===== src/rtl/riscv_pkg.sv =====
// Shared RV32 definitions: pcop encodings, fetch-sequencer states, U-type opcodes.
// The TRAP state exists only when PC_MISALIGN_TRAP_EN is defined.
package riscv_pkg;

  localparam logic [1:0] PCOP_HOLD = 2'd0;
  localparam logic [1:0] PCOP_INC  = 2'd1;
  localparam logic [1:0] PCOP_ADD  = 2'd2;
  localparam logic [1:0] PCOP_SET  = 2'd3;

  localparam logic [31:0] PC_INC = 32'd4;

  localparam logic [6:0] OPC_LUI   = 7'b0110111;
  localparam logic [6:0] OPC_AUIPC = 7'b0010111;

  typedef enum logic [1:0] {
    ST_FETCH = 2'd0,
    ST_ISSUE = 2'd1,
`ifdef PC_MISALIGN_TRAP_EN
    ST_EXEC  = 2'd2,
    ST_TRAP  = 2'd3
`else
    ST_EXEC  = 2'd2
`endif
  } fetch_state_e;

endpackage


===== src/rtl/pc_fetch_if.sv =====
// Fetch/issue/execute bus of pc_fetch. master = the sequencer, slave = memory + decode/execute side.
interface pc_fetch_if;
  logic        imem_req;
  logic [31:0] imem_addr;
  logic        imem_ack;
  logic [31:0] imem_rdata;
  logic        inst_valid;
  logic [31:0] inst;
  logic [31:0] pc;
  logic        exec_done;
  logic [1:0]  pcop;
  logic [31:0] pc_target;
  logic        misalign;

  modport master (
    output imem_req, imem_addr, inst_valid, inst, pc, misalign,
    input  imem_ack, imem_rdata, exec_done, pcop, pc_target
  );

  modport slave (
    input  imem_req, imem_addr, inst_valid, inst, pc, misalign,
    output imem_ack, imem_rdata, exec_done, pcop, pc_target
  );
endinterface


===== src/rtl/pc_next_calc.sv =====
// Combinational next-PC mux/adder with misalignment detect.
// PC_MISALIGN_TRAP_EN: report misaligned targets; otherwise bits [1:0] are cleared.
module pc_next_calc
  import riscv_pkg::*;
(
  input  logic [31:0] pc_i,
  input  logic [1:0]  pcop_i,
  input  logic [31:0] pc_target_i,
  output logic [31:0] next_pc_o,
  output logic        misalign_o
);

  logic [31:0] raw;

  always_comb begin
    raw = pc_i;
    case (pcop_i)
      PCOP_HOLD: raw = pc_i;
      PCOP_INC:  raw = pc_i + PC_INC;
      PCOP_ADD:  raw = pc_i + pc_target_i;
      default:   raw = {pc_target_i[31:1], 1'b0};
    endcase
  end

`ifdef PC_MISALIGN_TRAP_EN
  assign next_pc_o  = raw;
  assign misalign_o = |raw[1:0];
`else
  assign next_pc_o  = raw & ~32'h3;
  assign misalign_o = 1'b0;
`endif

endmodule


===== src/rtl/pc_fetch.sv =====
// PC holder and one-at-a-time fetch sequencer: FETCH -> ISSUE -> EXEC -> FETCH.
// PC_MISALIGN_TRAP_EN adds a sticky misalign flag and an absorbing TRAP state.
module pc_fetch
  import riscv_pkg::*;
#(
  parameter logic [31:0] RESET_PC = 32'h0000_0000
) (
  input  logic       clk,
  input  logic       rst_n,
  pc_fetch_if.master bus
);

  fetch_state_e state_q, state_d;
  logic [31:0]  pc_q, pc_d;
  logic [31:0]  inst_q, inst_d;
  logic [31:0]  next_pc;
  logic         calc_mis;
  logic         req;

  pc_next_calc u_calc (
    .pc_i        (pc_q),
    .pcop_i      (bus.pcop),
    .pc_target_i (bus.pc_target),
    .next_pc_o   (next_pc),
    .misalign_o  (calc_mis)
  );

`ifdef PC_MISALIGN_TRAP_EN
  logic mis_q, mis_d;
`endif

  always_ff @(posedge clk or negedge rst_n) begin
    if (!rst_n) begin
      state_q <= ST_FETCH;
      pc_q    <= RESET_PC;
      inst_q  <= '0;
`ifdef PC_MISALIGN_TRAP_EN
      mis_q   <= 1'b0;
`endif
    end else begin
      state_q <= state_d;
      pc_q    <= pc_d;
      inst_q  <= inst_d;
`ifdef PC_MISALIGN_TRAP_EN
      mis_q   <= mis_d;
`endif
    end
  end

  always_comb begin
    state_d = state_q;
    pc_d    = pc_q;
    inst_d  = inst_q;
    req     = 1'b0;
`ifdef PC_MISALIGN_TRAP_EN
    mis_d   = mis_q;
`endif
    case (state_q)
      ST_FETCH: begin
        // Gated by rst_n so the request is low while reset is held.
        req = rst_n;
        if (bus.imem_ack) begin
          inst_d  = bus.imem_rdata;
          state_d = ST_ISSUE;
        end
      end
      ST_ISSUE: state_d = ST_EXEC;
      ST_EXEC: begin
        if (bus.exec_done) begin
`ifdef PC_MISALIGN_TRAP_EN
          if (calc_mis) begin
            mis_d   = 1'b1;
            state_d = ST_TRAP;
          end else begin
            pc_d    = next_pc;
            state_d = ST_FETCH;
          end
`else
          pc_d    = next_pc;
          state_d = ST_FETCH;
`endif
        end
      end
`ifdef PC_MISALIGN_TRAP_EN
      ST_TRAP: state_d = ST_TRAP;
`endif
      default: state_d = ST_FETCH;
    endcase
  end

  assign bus.imem_req   = req;
  assign bus.imem_addr  = pc_q;
  assign bus.pc         = pc_q;
  assign bus.inst       = inst_q;
  assign bus.inst_valid = (state_q == ST_ISSUE);
`ifdef PC_MISALIGN_TRAP_EN
  assign bus.misalign   = mis_q;
`else
  assign bus.misalign   = calc_mis;
`endif

endmodule


===== src/flat_wrapper.sv =====
// flat-port wrapper written by rule: the top's interface ports become plain ports
module pc_fetch_flat import riscv_pkg::*;
#(
  parameter logic [31:0] RESET_PC = 32'h0000_0000
)
  (clk, rst_n, bus_imem_req, bus_imem_addr, bus_inst_valid, bus_inst, bus_pc, bus_misalign, bus_imem_ack, bus_imem_rdata, bus_exec_done, bus_pcop, bus_pc_target);
  pc_fetch_if bus_i ();
  input  logic clk;
  input  logic rst_n;
  output wire logic [$bits(bus_i.imem_req)-1:0] bus_imem_req;
  output wire logic [$bits(bus_i.imem_addr)-1:0] bus_imem_addr;
  output wire logic [$bits(bus_i.inst_valid)-1:0] bus_inst_valid;
  output wire logic [$bits(bus_i.inst)-1:0] bus_inst;
  output wire logic [$bits(bus_i.pc)-1:0] bus_pc;
  output wire logic [$bits(bus_i.misalign)-1:0] bus_misalign;
  input wire logic [$bits(bus_i.imem_ack)-1:0] bus_imem_ack;
  input wire logic [$bits(bus_i.imem_rdata)-1:0] bus_imem_rdata;
  input wire logic [$bits(bus_i.exec_done)-1:0] bus_exec_done;
  input wire logic [$bits(bus_i.pcop)-1:0] bus_pcop;
  input wire logic [$bits(bus_i.pc_target)-1:0] bus_pc_target;
  assign bus_imem_req = bus_i.imem_req;
  assign bus_imem_addr = bus_i.imem_addr;
  assign bus_inst_valid = bus_i.inst_valid;
  assign bus_inst = bus_i.inst;
  assign bus_pc = bus_i.pc;
  assign bus_misalign = bus_i.misalign;
  assign bus_i.imem_ack = bus_imem_ack;
  assign bus_i.imem_rdata = bus_imem_rdata;
  assign bus_i.exec_done = bus_exec_done;
  assign bus_i.pcop = bus_pcop;
  assign bus_i.pc_target = bus_pc_target;
  pc_fetch #(.RESET_PC(RESET_PC)) u_core (.clk(clk), .rst_n(rst_n), .bus(bus_i));
endmodule

===== config.mk =====
export PLATFORM = sky130hd
export DESIGN_NAME = pc_fetch_flat
export DESIGN_NICKNAME = d
export VERILOG_FILES = /design/src/rtl/riscv_pkg.sv /design/src/rtl/pc_fetch_if.sv /design/src/rtl/pc_next_calc.sv /design/src/rtl/pc_fetch.sv /design/src/flat_wrapper.sv
export SDC_FILE = /design/constraint.sdc
export NUM_CORES = 1
export LEC_CHECK = 0
export ABC_AREA = 1
export BUFFER_PORTS_ARGS = -buffer_cell sky130_fd_sc_hd__buf_4
export CORE_MARGIN = 2
export CORE_UTILIZATION = 57
export CTS_CLUSTER_DIAMETER = 50
export CTS_CLUSTER_SIZE = 30
export DETAILED_ROUTE_END_ITERATION = 6
export GPL_ROUTABILITY_DRIVEN = 1
export PLACE_DENSITY = 0.9
export SLEW_MARGIN = 20
export SYNTH_ARGS = -nofsm -noshare
export SYNTH_HDL_FRONTEND = slang
export SYNTH_SLANG_ARGS = --single-unit

===== constraint.sdc =====
create_clock -name clk -period 3.3 [get_ports clk]
set_input_delay 0.33 -clock clk [delete_from_list [all_inputs] [get_ports clk]]
set_output_delay 0.33 -clock clk [all_outputs]
set_load 0.01 [all_outputs]

==> results.yml, run 1 <==
route:
  ant_nets: 0
  viasPerCell: 5.12
  first_pass_iters: 7
  drt_iter0_markers: 327
  routed_wl_um: 15000
  num_vias: 5715
  wire_per_inst_um: 13.5
  route.detailed.drc: 0
yosys:
  synthCells: 855
  synth_xor_area_share_pct: 0.162
  postSynthAreaPerCell_um2: 6.34
  synth_top_family_by_area: "simple AND/OR/NAND/NOR gates"
  synth-compound-area-share_pct: 10.3
  synth_edf_count: 0
  synth_seq_area_share_pct: 29.5
  synth.distinct_cells: 38
  yosysTopAreaCellShare_pct: 29.5
  synth_area_um2: 5420
  synth-adder-area-share_pct: 7.06
  ys_async_sr_fraction_pct: 100
  synth_top_cell_by_area: "dfrtp_1"
  synth-seq-cells: 64
  ys_warn_count: 0
  synthTopCellsByArea: "dfrtp_1 30%, nand2_1 20%, inv_1 8.7%"
  synthFlopType: "dfrtp_1"
  muxShareOfSynthArea_pct: 0
  yosys.area_share.simple_pct: 37.1
clocking:
  cts_tree: "yes"
  clk_pin_slew_ns: 0.08
  cts_buffers: 9
  post_cts_buffers: 0
  cts_hold_repair.buffers: 1
  clockRootBuffer: "clkbuf_8"
  htreeDepth: 3
  cts_resized: 0
  clk_latency_ns: 0.36
  clock-sinks: 64
  clock_path_buffers: 2
power_and_ir_drop:
  power_density_nw_per_um2: 848
  ir_drop_mv: 0.627
  p_leak_nw: 3.93
sta:
  fin_setup_tns_ns: 0
  final-setup-viol-count: 0
  fin_hold_ws_ns: 0.156
  slew_headroom_pct: 36.9
  fin_skew_ns: 0.0107
  tightest_slew_ns: 0.946
  period_minus_slack_ns: 2.53
  fin_crit_sh_pct: 76.8
  slew_viol_final: 0
  max_freq_ghz: 0.395
  final_hold_viol_count: 0
  grt_setup_unrepaired: "false"
placed_design:
  numPortBuffers: 161
  gp_congestion: 0.990
  dpl.hpwl_um: 11500
  dp_cells: 1100
die:
  die_y_um: 102
  dieWidth_um: 102
  core.rowCount: 35
  initial_core_util_pct: 58.7
  die_area_um2: 10300
  ios: 169
  core_area_um2: 9240
grt:
  overflow: 0
  grt_pass1_wl_um: 24600
  grt_antenna_before_repair: 0
  grt_pass1_vias: 5378
  grt_usage_pct: 30.2
  grt_max_degree: 38
final_layout:
  nets: 1083
  drive_gt1_share_pct: 23.9
  stdcell_count: 1117
  fill_cells: 780
  final_cell_mix: "283 x nand2_1, 166 x buf_4, 125 x inv_1"
  area_growth_syn_to_layout_pct: 24.1
  diodes: 0
  final_common_cell: "nand2_1"
job:
  maxCapViolations: 0
critical_path:
  required_ns: 3.59
  cp_slowest_cell: "fa_1"
  startpoint_type: "primary input"
  path_max_fanout: 16
  path_cells: "buf_4, nor2_1, inv_1, buf_4, nor2_1, inv_1, fa_1, inv_1, nand3_1, nand3_1, nand2_1, nand2_1, nand2_1, nand4_1, nand3_1, a21oi_1"
  slowest_delay_ns: 0.40
  path_class: "primary input to register"
  critPathBufInv: 5
  worstPathArrival_ns: 2.82
  cp_top_family: "simple AND/OR/NAND/NOR gates"
  end_kind: "register"
worst_hold_path:
  hold_class: "primary input to register"
outcome:
  outcome: "finished, final reports clean"
-- kinds of logic after synthesis --
family / count (synthesis)
compound gates: 102
xor+xnor: 1
fa+ha+maj: 30
buf+inv: 188
flops: 64
other cells: 1
simple gates: 469
-- routing by layer --
| metal | global-route usage (%) | wire [um] | vias up |
|---|---|---|---|
| met5 | 0 | 0 | - |
| met4 | 10.3 | 345 | 0 |
| met3 | 8.42 | 1220 | 36 |
| met2 | 50.6 | 7310 | 250 |
| met1 | 37.7 | 6170 | 2569 |
| li1 | - | - | 2860 |
-- state kept, by name (all words and copies together), names as in the netlist --
signal and count:
u_core.state_q 2, u_core.bus.imem_addr 30, u_core.bus.inst 32
-- worst paths after layout --
path | from | endpoint | slack [ns] | cells past startpoint
hold / removal | bus_imem_rdata[5] | u_core.bus.inst[5] | 0.16 | 3
min in group asynchronous | rst_n | u_core.bus.imem_addr[15] | 0.42 | 2
max in group asynchronous | rst_n | u_core.bus.imem_addr[12] | 2.06 | 3
setup / recovery | bus_pcop[0] | u_core.bus.imem_addr[24] | 0.77 | 16
setup reg to reg | u_core.bus.imem_addr[2] | u_core.bus.imem_addr[24] | 0.88 | 12
hold reg to reg | u_core.bus.inst[5] | u_core.bus.inst[5] | 0.48 | 2
-- power breakdown --
group          switching [W]  internal, W
Combinational        0.00193      0.00147
Clock               0.000360     0.000433
Sequential          0.000345      0.00117
-- stage by stage --
step	util [%]	worst slack, ns	cell area (um2)	total power [W]
finish	72.8	0.767	6730	0.00571
global route	72.8	0.542	6730	0.00621
CTS	72.8	0.801	6730	0.00572
detailed placement	70.3	0.472	6490	0.00489
global placement	70.3	0.594	6490	0.00481
floorplan	-	0.927	5440	0.00374
-- worst min-delay path: cells and delay by family --
family	cells	cell delay, ns
and+or+nand+nor	2	0.08
buffers and inverters	1	0.07
-- synthesized netlist by cell type (3+ instances only) --
cell      instances
nand2_2          16
nand3_2           8
a21oi_1          71
nand3b_1          3
nand2_1         283
a21oi_2           4
buf_2             5
nor2_1           85
nand3_1          41
o21ai_0          16
nand4_1           6
o22a_1            3
inv_2             8
inv_1           125
dfrtp_1          64
buf_4            38
nor2_2            8
or2_2             5
clkbuf_1          9
ha_1             29
nor3_2            3
and2_1            5
-- final cells by class --
class                      instances  area, um2  share of cell area, %
multi-input combinational        607       2980                   44.3
clock inverter                     7        103                   1.52
tap                              129        161                   2.40
inverter                         134        503                   7.47
sequential                        64       1600                   23.8
clock buffer                       9        124                   1.84
timing repair buffer             167       1260                   18.7
Power figures use the tool's default switching activity.
==> run 2, diff against run 1 <==
- ABC_AREA: 1 -> 0
- CORE_UTILIZATION: 57 -> 51
- PLACE_DENSITY: 0.9 -> 0.83
- clock period: 3.3 -> 2.4 ns (I/O delays scaled with it)
==> results.yml, run 2 <==
power_and_ir_drop:
  p_switching_w: 0.00359
  seqPwrFrac_pct: 22.7
  p_int_w: 0.00538
  ir_drop_mv: 0.738
  power_density_nw_per_um2: 1170
  pwr-share-clk_pct: 13.8
  comb_power_share_pct: 63.5
  p_leak_nw: 3.66
  p_sw_share_pct: 40.0
critical_path:
  critPathCapture: "u_core.bus.imem_addr[26]"
  path_class: "primary input to register"
  worstPathArrival_ns: 3.10
  reg2regPathDepth: 10
  reg2reg_to: "u_core.bus.imem_addr[26]"
  startpoint_type: "primary input"
  required_ns: 2.65
  end_kind: "register"
  path_max_fanout: 7
  r2r_setup_slack_ns: -0.40
  startpoint: "bus_pcop[1]"
  r2r_start: "u_core.bus.imem_addr[16]"
die:
  core.rowCount: 35
  die_y_um: 102
  die_area_um2: 10300
  dieWidth_um: 102
  ios: 169
  initial_core_util_pct: 52.7
  core_area_um2: 9240
clocking:
  clockRootBuffer: "clkbuf_8"
  clock-sinks: 64
  clock_path_buffers: 2
  clk_latency_ns: 0.36
  cts_tree: "yes"
  clk_pin_slew_ns: 0.09
  htreeDepth: 3
  cts_buffers: 9
sta:
  period_minus_slack_ns: 2.85
  worst_slack_ns: -0.449
  tightest_slew_ns: 0.578
  slew_headroom_pct: 61.5
  slew_viol_final: 0
  max_freq_ghz: 0.351
  grt_setup_unrepaired: "true"
  fin_skew_ns: 0.0145
  fin_hold_ws_ns: 0.104
  final_hold_viol_count: 0
  fin_crit_sh_pct: 119
  final-setup-viol-count: 14
route:
  drt_iter0_markers: 260
  route.detailed.drc: 0
  wire_per_inst_um: 18.6
  first_pass_iters: 5
  viasPerCell: 5.73
  num_vias: 5314
  routed_wl_um: 17300
  ant_nets: 0
yosys:
  synthCells: 552
  synth-seq-cells: 64
  yosysMostFrequentCell: "dfrtp_1"
  synth_area_um2: 4870
  synth.distinct_cells: 59
  synthFlopType: "dfrtp_1"
  postSynthAreaPerCell_um2: 8.82
  ys_warn_count: 0
  yosysTopAreaCellShare_pct: 32.9
  synth_top_cell_by_area: "dfrtp_1"
  synth_edf_count: 0
  synth_seq_area_share_pct: 32.9
  synthTopCellsByCount: "64 x dfrtp_1, 51 x nand2_1, 44 x a21oi_1"
  ys_async_sr_fraction_pct: 100
  synthTopCellsByArea: "dfrtp_1 33%, mux2_2 8.1%, ha_1 7.4%"
placed_design:
  numPortBuffers: 161
  gp_congestion: 0.993
  placed_area_um2: 6950
  dpl.hpwl_um: 12000
  dp_slack_ns: -0.793
outcome:
  violations: "setup timing"
  outcome: "finished, violations left"
job:
  maxCapViolations: 0
grt:
  overflow: 0
  grt_pass1_wl_um: 25800
  grt_pass1_vias: 5373
  grt_max_degree: 46
  grt_usage_pct: 32.1
  grt_antenna_before_repair: 0
final_layout:
  final_common_cell: "buf_4"
  largest_register_ffs: 32
  nets: 894
  final_area_um2: 7690
  final_cell_mix: "279 x buf_4, 64 x dfrtp_1, 48 x nand2_1"
  final_util_pct: 83.2
  fill_cells: 508
  register_area_um2: 1600
  drive_gt1_share_pct: 53.1
  area_growth_syn_to_layout_pct: 57.9
  diodes: 0
  multiInputGateArea_um2: 3400
worst_hold_path:
  hold_class: "primary input to register"
  hold_path_depth: 2
==> run 2: logic make-up (layout without fill, tap and decap cells) <==
family	after synthesis	in the layout	synth area share, %
multiplexers	38	38	8.71
AO/OA/AOI/OAI	159	159	21.3
buffers and inverters	72	315	8.43
AND/OR/NAND/NOR	165	165	16.6
flip-flops	64	64	32.9
other	1	5	0.0770
XOR/XNOR	23	23	4.14
adder cells (fa/ha/maj)	30	30	7.86
==> run 2: worst min-delay path by stage <==
stage	startpoint	slack, ns	end
global route	bus_imem_rdata[23]	0.10	u_core.bus.inst[23]
finish	bus_imem_rdata[11]	0.10	u_core.bus.inst[11]
global placement	rst_n	0.15	u_core.bus.imem_addr[25]
floorplan	rst_n	-0.06	u_core.bus.imem_addr[10]
detailed placement	rst_n	0.17	u_core.bus.imem_addr[25]
CTS	bus_imem_rdata[11]	0.10	u_core.bus.inst[11]
==> run 2: final cells by class <==
| type | count | area share [%] |
|---|---|---|
| repair buffers | 289 | 29.0 |
| clock inverters | 7 | 1.63 |
| flip-flops and latches | 64 | 20.8 |
| well taps | 129 | 2.10 |
| multi-input cells | 420 | 44.3 |
| inverters | 10 | 0.586 |
| clock buffers | 9 | 1.61 |
==> run 2: power by group through the flow <==
| stage | combinational (W) | sequential (W) | clock [W] |
|---|---|---|---|
| 6_report | 0.00569 | 0.00204 | 0.00124 |
| 5_1_grt | 0.00609 | 0.00209 | 0.00130 |
| 4_1_cts | 0.00535 | 0.00202 | 0.00125 |
| 3_5_place_dp | 0.00517 | 0.00203 | 0 |
| 3_3_place_gp | 0.00501 | 0.00199 | 0 |
| 2_1_floorplan | 0.00263 | 0.00227 | 0 |
==> run 2: timing repair <==
item | 4_1_cts | 5_1_grt
resized for setup | 32 | 43
setup buffers | 13 | 7
pin swaps | 20 | 27
hold buffers | 1 | 0
hold endpoints to repair | 19 | 0
endpoints found under the setup margin | 21 | 24
==> run 2: per-stage QoR <==
| step | cells | TNS [ns] | power (W) |
|---|---|---|---|
| after floorplan | 556 | -6.58 | 0.00490 |
| after global placement | 895 | -11.85 | 0.00700 |
| after detailed placement | 895 | -13.38 | 0.00720 |
| after CTS | 925 | -2.78 | 0.00862 |
| after global routing | 928 | -5.06 | 0.00948 |
| final | 928 | -3.54 | 0.00896 |
==> run 2: metal layers <==
| metal | track usage [%] | routed length, um | up-vias |
|---|---|---|---|
| met3 | 6.83 | 1590 | 64 |
| met2 | 57.5 | 8580 | 337 |
| met4 | 12.4 | 593 | 0 |
| met5 | 0 | 0 | - |
| li1 | - | - | 2423 |
| met1 | 37.3 | 6490 | 2490 |
==> run 2: critical path, cell delays in order <==
cell      delay [ns]
buf_12          0.09
inv_8           0.03
nor2_4          0.18
buf_12          0.16
and2_1          0.18
ha_4            0.24
a21oi_1         0.17
o21ai_1         0.15
o21a_1          0.23
or4b_4          0.54
o21ai_4         0.23
o31ai_2         0.08
xor2_1          0.17
a222oi_1        0.29
nand2_1         0.10
==> run 3, diff against run 2 <==
- CELL_PAD_IN_SITES_DETAIL_PLACEMENT: not set -> 1
- CELL_PAD_IN_SITES_GLOBAL_PLACEMENT: not set -> 1
- CORE_UTILIZATION: 51 -> 37
- GPL_ROUTABILITY_DRIVEN: 1 -> not set
- REMOVE_ABC_BUFFERS: not set -> 1
==> results.yml, run 3 (synthesized netlist as in run 2, its figures left out) <==
die:
  core.rowCount: 41
  die_y_um: 119
  initial_core_util_pct: 38.3
  ios: 169
  dieWidth_um: 119
  die_area_um2: 14100
  core_area_um2: 12700
sta:
  period_minus_slack_ns: 3.05
  fin_skew_ns: 0.0144
  grt_setup_unrepaired: "true"
  tightest_slew_ns: 0.810
  max_freq_ghz: 0.327
  slew_headroom_pct: 45.6
  final-setup-viol-count: 26
  fin_crit_sh_pct: 127
  slew_viol_final: 0
  fin_hold_ws_ns: 0.120
  worst_slack_ns: -0.654
  final_hold_viol_count: 0
worst_hold_path:
  hold_path_depth: 2
  hold_class: "primary input to register"
  hold-path-endpoint: "u_core.bus.inst[3]"
  hp-start: "bus_imem_rdata[3]"
placed_design:
  dpl.hpwl_um: 14600
  gp_congestion: 0.945
  dp_cells: 941
  numPortBuffers: 161
  dp_slack_ns: -0.998
  placed_area_um2: 6810
grt:
  grt_pass1_wl_um: 36300
  grt_usage_pct: 33.3
  grt_antenna_before_repair: 1
  grt_max_degree: 34
  grt_pass1_vias: 6487
  overflow: 0
final_layout:
  drive_gt1_share_pct: 55.7
  final_area_um2: 8030
  final_common_cell: "buf_4"
  diodes: 0
  final_cell_mix: "283 x buf_4, 63 x dfrtp_1, 48 x nand2_1"
  nets: 906
  area_growth_syn_to_layout_pct: 64.8
  largest_register_ffs: 32
  stdcell_count: 983
route:
  route.detailed.drc: 0
  drt_iter0_markers: 465
  first_pass_iters: 4
  viasPerCell: 5.97
  routed_wl_um: 25300
  ant_nets: 0
  num_vias: 5869
  wire_per_inst_um: 25.8
critical_path:
  path_class: "register to register"
  startpoint: "u_core.bus.imem_addr[2]"
  reg2regPathDepth: 12
  worstPathArrival_ns: 3.33
  r2r_start: "u_core.bus.imem_addr[2]"
  end_kind: "register"
  path_max_fanout: 3
  required_ns: 2.68
  reg2reg_to: "u_core.bus.imem_addr[24]"
  r2r_setup_slack_ns: -0.65
  startpoint_type: "register"
job:
  maxCapViolations: 0
clocking:
  clock_path_buffers: 2
  clock-sinks: 64
  clk_latency_ns: 0.36
  cts_tree: "yes"
  clockRootBuffer: "clkbuf_16"
  htreeDepth: 3
  cts_buffers: 9
  clk_pin_slew_ns: 0.07
outcome:
  violations: "setup timing"
  outcome: "finished, violations left"
power_and_ir_drop:
  p_leak_nw: 3.77
  power_w: 0.00993
  ir_drop_mv: 0.642
  power_density_nw_per_um2: 1240
-- run 3: changes by cell type in the layout (fill, tap and decap cells not counted), sizes merged --
cell	previous run	this run
buf	288	300
bufinv	3	1
clkbuf	9	10
clkinv	1	2
clkinvlp	0	2
inv	13	11
-- run 3: per-stage QoR --
step | util [%] | TNS (ns)
floorplan | - | -54.62
global placement | 53.5 | -12.91
detailed placement | 53.5 | -16.26
CTS | 61.5 | -4.36
global route | 63.1 | -12.74
finish | 63.1 | -11.20
-- run 3: final cells by class --
type	instances	area (um2)
timing repair buffer	301	2350
inverter	10	40.0
clock inverter	6	67.6
clock buffer	10	239
fill	1450	4690
multi-input combinational	420	3520
sequential	64	1600
tap	172	215
-- run 3: worst max-delay path by stage --
stage and to:
6_report u_core.bus.imem_addr[24], 5_1_grt u_core.bus.imem_addr[24], 4_1_cts u_core.bus.imem_addr[24], 3_5_place_dp u_core.bus.imem_addr[24]
3_3_place_gp u_core.bus.imem_addr[24], 2_1_floorplan u_core.bus.imem_addr[26]
-- run 3: power breakdown --
| part | leakage, nW | internal, W | switching (W) |
|---|---|---|---|
| Combinational | 2.87 | 0.00325 | 0.00318 |
| Sequential | 0.752 | 0.00161 | 0.000479 |
| Clock | 0.145 | 0.000837 | 0.000582 |
-- run 3: critical path: stages (launching register included) --
cell and delay, ns:
dfrtp_2 0.46, ha_4 0.20, inv_2 0.06, fa_2 0.23, nor2b_4 0.05, o31a_1 0.30, o311ai_4 0.37, a211oi_4 0.15
or3_4 0.36, a21oi_4 0.26, mux2i_2 0.28, o22ai_1 0.10, a21oi_1 0.14
-- run 3: metal layers --
layer	vias to the layer above	track usage [%]	share of wire [%]
li1	2440	-	-
met4	2	20.2	7.4
met3	151	10.4	9.0
met2	387	56.5	48
met5	-	0	0.051
met1	2889	36.1	35
-- run 3: timing repair --
item	in CTS	in global routing
buffers inserted	19	8
endpoints found under the setup margin	23	26
hold buffers	1	0
resized for setup	118	37
pin swaps	50	29
cloned	1	0
endpoints found under the hold margin	31	0
